File: src/rtl/display_scan_controller.sv
// Scans the shared 4-digit display. The source is arbitrated and its digits are
// snapshotted once per frame, so a frame never mixes two sources or two times.
module display_scan_controller #(
    parameter int SCAN_DIV  = 4,
    parameter int BLINK_DIV = 16
) (
    input  logic       clk,
    input  logic       rst,
    input  logic       normal_mode_en,
    input  logic       setting_mode_en,
    input  logic       alarm_mode_en,
    input  logic       stopwatch_mode_en,
    input  logic [1:0] tens_hours,
    input  logic [3:0] units_hours,
    input  logic [2:0] tens_minutes,
    input  logic [3:0] units_minutes,
    input  logic       alarm_sound,
    input  logic [5:0] sw_min,
    input  logic [5:0] sw_sec,
    output logic [3:0] digit_sel,
    output logic [3:0] digit_bcd,
    output logic       colon,
    output logic [1:0] source
);

    localparam int PW = (SCAN_DIV > 1) ? $clog2(SCAN_DIV) : 1;
    localparam int FW = (BLINK_DIV > 1) ? $clog2(BLINK_DIV) : 1;
    localparam logic [PW-1:0] PS_LAST = PW'(SCAN_DIV - 1);
    localparam logic [FW-1:0] FR_LAST = FW'(BLINK_DIV - 1);

    localparam logic [1:0] SRC_NORMAL = 2'b00;
    localparam logic [1:0] SRC_SET    = 2'b01;
    localparam logic [1:0] SRC_ALARM  = 2'b10;
    localparam logic [1:0] SRC_SW     = 2'b11;

    logic [PW-1:0]    presc;
    logic [1:0]       idx, idx_nxt;
    logic [FW-1:0]    frame_cnt;
    logic             blink, blink_nxt, blink_use;
    logic             alarm_cap, alarm_use;
    logic [1:0]       src, src_sel, src_use;
    logic [3:0][3:0]  snap, snap_new, snap_use, clk_dig, sw_dig;
    logic             tc, fs, blank;

    // Binary 0-63 to two BCD digits; 60-63 saturate to 59.
    function automatic logic [7:0] bin2bcd(input logic [5:0] v);
        logic [5:0] s, t, u;
        s = (v > 6'd59) ? 6'd59 : v;
        t = s / 6'd10;
        u = s % 6'd10;
        return {t[3:0], u[3:0]};
    endfunction

    always_comb begin
        tc      = (presc == PS_LAST);
        fs      = tc && (idx == 2'd3);
        idx_nxt = idx + 2'd1;

        src_sel = src;
        if (stopwatch_mode_en)    src_sel = SRC_SW;
        else if (setting_mode_en) src_sel = SRC_SET;
        else if (alarm_mode_en)   src_sel = SRC_ALARM;
        else if (normal_mode_en)  src_sel = SRC_NORMAL;

        clk_dig[0] = {2'b00, tens_hours};
        clk_dig[1] = units_hours;
        clk_dig[2] = {1'b0, tens_minutes};
        clk_dig[3] = units_minutes;
        {sw_dig[0], sw_dig[1]} = bin2bcd(sw_min);
        {sw_dig[2], sw_dig[3]} = bin2bcd(sw_sec);
        snap_new  = (src_sel == SRC_SW) ? sw_dig : clk_dig;
        blink_nxt = (frame_cnt == FR_LAST) ? ~blink : blink;

        // Outputs on a frame-start edge must reflect the state being captured.
        src_use   = fs ? src_sel     : src;
        snap_use  = fs ? snap_new    : snap;
        blink_use = fs ? blink_nxt   : blink;
        alarm_use = fs ? alarm_sound : alarm_cap;
        blank     = blink_use && ((src_use == SRC_SET) || (src_use == SRC_ALARM) ||
                                  ((src_use == SRC_NORMAL) && alarm_use));
    end

    always_ff @(posedge clk or negedge rst) begin
        if (!rst) begin
            presc     <= PS_LAST;
            idx       <= 2'd3;
            frame_cnt <= '0;
            blink     <= 1'b0;
            alarm_cap <= 1'b0;
            src       <= SRC_NORMAL;
            snap      <= '0;
            digit_sel <= 4'b0000;
            digit_bcd <= 4'd0;
            colon     <= 1'b0;
        end else begin
            presc <= tc ? '0 : presc + PW'(1);
            if (fs) begin
                src       <= src_sel;
                snap      <= snap_new;
                alarm_cap <= alarm_sound;
                frame_cnt <= (frame_cnt == FR_LAST) ? '0 : frame_cnt + FW'(1);
                blink     <= blink_nxt;
            end
            if (tc) begin
                idx       <= idx_nxt;
                digit_sel <= blank ? 4'b0000 : (4'b1000 >> idx_nxt);
                digit_bcd <= snap_use[idx_nxt];
                colon     <= blank ? 1'b0 : ((src_use == SRC_NORMAL) ? ~blink_use : 1'b1);
            end
        end
    end

    assign source = src;

endmodule

File: config.mk
export PLATFORM = sky130hd
export DESIGN_NAME = display_scan_controller
export DESIGN_NICKNAME = d
export VERILOG_FILES = /design/src/rtl/display_scan_controller.sv
export SDC_FILE = /design/constraint.sdc
export NUM_CORES = 1
export LEC_CHECK = 0
export BUFFER_PORTS_ARGS = -buffer_cell sky130_fd_sc_hd__buf_4
export CAP_MARGIN = 30
export CORE_MARGIN = 2
export CORE_UTILIZATION = 55
export CTS_CLUSTER_DIAMETER = 50
export CTS_CLUSTER_SIZE = 12
export DETAILED_ROUTE_END_ITERATION = 10
export GPL_TIMING_DRIVEN = 0
export PLACE_DENSITY = 0.78
export SLEW_MARGIN = 20
export SYNTH_ARGS = -nofsm -noshare
export SYNTH_HDL_FRONTEND = slang
export SYNTH_SLANG_ARGS = --single-unit
File: constraint.sdc
create_clock -name clk -period 2.6 [get_ports clk]
set_input_delay 0.26 -clock clk [delete_from_list [all_inputs] [get_ports clk]]
set_output_delay 0.26 -clock clk [all_outputs]
set_load 0.05 [all_outputs]
==> impl_metrics.json <==
{
  "outcome": "completed",
  "synth_area_leaders": "dfrtp_1 (30%), ha_1 (5.5%), nand2_1 (5.2%)",
  "via_count": 2471,
  "grtUsageTotal_pct": 24.8,
  "grt_max_degree": 38,
  "ys_ff_latch": 37,
  "yosysWarnings": 0,
  "whs_path_depth": 3,
  "rows": 25,
  "worstHoldStart": "alarm_sound",
  "utilization_pct": 69.1,
  "finClkSkew_ps": 7.05,
  "dieArea_um2": 5570,
  "wl_per_cell_um": 15.6,
  "end_kind": "flip-flop",
  "cp.arrival_ps": 2650,
  "drc": 0,
  "yosysTopAreaCellShare_pct": 30.1,
  "maxCapViolCount": 0,
  "ir_drop_v": 0.000336,
  "ys.flop_type": "dfrtp_1",
  "htreeDepth": 2,
  "pwr_density_cell_nw_per_um2": 416,
  "synthXorXnorAreaFrac_pct": 1.60,
  "grt_use_met1_pct": 33.6,
  "fin_cells": 423,
  "ys_async_sr_fraction_pct": 100,
  "synth_area_leader_cell": "dfrtp_1",
  "crit_type": "in -> reg",
  "grt_pass1_vias": 2216,
  "grt_overflow": 0,
  "grt_pass1_wl_mm": 10.4,
  "antenna_found_initial": 0,
  "min_path_type": "in -> reg",
  "worstMarginPinSlew_ps": 561,
  "leakage_uw": 0.00147,
  "critPathRequiredTime_ps": 2770,
  "synth_compound_area_share_pct": 24.4,
  "rrSetupSlack_ps": 230,
  "ff2ff_path_depth": 10,
  "die_w_um": 74.6,
  "ys_seq_area_share_pct": 33.9,
  "wirelength_mm": 6.60,
  "dp_hpwl_mm": 4.86,
  "cts_tree": "yes",
  "grt.met2_usage_pct": 41.1,
  "clk_path_buf_depth": 2,
  "period_minus_slack_ps": 2490,
  "grt_util_met3_pct": 5.22,
  "gp_congestion": 0.860,
  "cts_root_buf": "clkbuf_8",
  "fin_tns_setup_ps": 0,
  "syn_inst": 305,
  "synth.distinct_cells": 71,
  "syn_avg_cell_area_um2": 9.00,
  "netlist_area_um2": 2740,
  "synthMuxAreaShare_pct": 4.56,
  "io_buffers": 38,
  "synth_top_family_by_area": "compound AO/OA/AOI/OAI gates",
  "drt-initial-drc-count": 203,
  "core_area_um2": 4750,
  "insertion_delay_ps": 290,
  "clk_pin_slew_ps": 70,
  "drv_slew": 0,
  "worstReg2RegEnd": "digit_sel[0]$_DFFE_PN0P_",
  "yosys.area_share.simple_pct": 22.1,
  "fin_nets": 399,
  "die_y_um": 74.6,
  "syn-num-nets": 349,
  "max_freq_ghz": 0.402,
  "cp_max_fo": 10,
  "setup-violations-final": 0,
  "reg2reg_from": "idx[0]$_DFFE_PN1P_",
  "viasPerCell": 5.84,
  "cts_buffers": 5,
  "synth-edff-count": 0,
  "synth_fa_ha_area_share_pct": 5.47,
  "first_pass_iters": 4,
  "clock_sinks": 37,
  "start_util_pct": 57.7,
  "hold-path-endpoint": "alarm_cap$_DFF_PN0_",
  "cp-start-kind": "primary input",
  "drive_above_1_share_pct": 24.7,
  "top_usage_layer": "met2",
  "placed_cells": 410,
  "ant_nets": 0,
  "relSlewSlack_pct": 62.6,
  "period_share_pct": 95.7,
  "area_delta_synth_final_pct": 19.8,
  "ios": 43,
  "hold_viol": 0,
  "n_antenna_cell": 0
}
layout by cell type, fill, tap and decap left out, types with 7 or more instances in the layout:
master,instances
a21oi_1,14
nand2b_1,8
o21ai_0,18
and2_1,7
dfrtp_1,33
inv_1,15
nor2_1,22
buf_4,44
buf_6,11
nand2_1,38
mux2i_1,7
ha_1,12
worst max-delay path, cell delays in order:
cell and delay [ps]:
clkbuf_2 160, buf_6 160, and4_1 230, nor2b_1 70, xnor2_1 120, ha_1 340
nand2b_1 120, a21oi_1 60, a311o_1 350, o311ai_2 250, a31oi_1 170, a211oi_2 260
o31ai_2 100
worst max-delay path by stage:
stage          cells past startpoint                       end  startpoint
3_3_place_gp                      13  digit_bcd[2]$_DFFE_PN0P_   sw_min[2]
4_1_cts                           14  digit_bcd[3]$_DFFE_PN0P_   sw_sec[5]
3_5_place_dp                      13  digit_bcd[2]$_DFFE_PN0P_   sw_min[2]
6_report                          13  digit_bcd[2]$_DFFE_PN0P_   sw_min[3]
5_1_grt                           14  digit_bcd[3]$_DFFE_PN0P_   sw_sec[5]
2_1_floorplan                     13  digit_bcd[2]$_DFFE_PN0P_   sw_min[3]
what timing repair did:
action / 4_1_cts / 5_1_grt
endpoints found under the setup margin: 1 / 4
pin swaps: 0 / 7
hold buffers: 1 / 0
gates resized for setup: 1 / 9
hold endpoints to repair: 33 / 0
buffers inserted: 0 / 5
per-stage QoR:
step           total power, uW  worst slack [ps]  hold WS [ps]  cell area [um2]
2_1_floorplan              867              32.0         -35.6             2740
6_report                  1370               112           212             3290
3_3_place_gp               968              -288           245             3110
3_5_place_dp               978              -367           245             3110
4_1_cts                   1360              15.4           211             3200
5_1_grt                   1440             -48.6           211             3290
cells by family (layout without fill, tap and decap cells):
| group | count (synthesis) | in the layout |
|---|---|---|
| compound gates | 90 | 90 |
| xor+xnor | 5 | 5 |
| fa+ha+maj | 12 | 12 |
| buf+inv | 36 | 87 |
| flops | 37 | 37 |
| mux | 11 | 11 |
| simple gates | 114 | 114 |
power by group:
part | internal (uW) | total [uW] | switching, uW
sequential | 610 | 624 | 14.1
clock | 188 | 380 | 192
combinational | 159 | 364 | 205
routing by layer:
metal	part of all wire [%]	up-vias
met4	1.7	0
li1	-	1207
met2	50	69
met1	43	1183
met3	4.4	12
met5	0	-
synthesized netlist by cell type, drive strengths merged, types with 6 or more instances:
library cell,count
ha,12
a21oi,14
dfrtp,33
o21ai,20
and2,7
mux2i,9
nand2b,8
nand2,38
nor2,23
inv,15
o211ai,6
buf,15
clkbuf,6
flip-flops by register name, indices dropped and copies added (netlist names), 2 cells and up:
name / count
frame_cnt: 4
digit_sel: 4
snap: 16
source: 2
presc: 2
idx: 2
digit_bcd: 4
area by class of cell:
type | count | area, um2
Multi-Input combinational cell | 232 | 1640
Tap cell | 67 | 83.8
Inverter | 15 | 56.3
Buffer | 20 | 166
Clock buffer | 7 | 76.3
Clock inverter | 1 | 5.00
Timing Repair Buffer | 44 | 333
Sequential cell | 37 | 931
Fill cell | 411 | 1470
(Power assumes the default switching activity.)
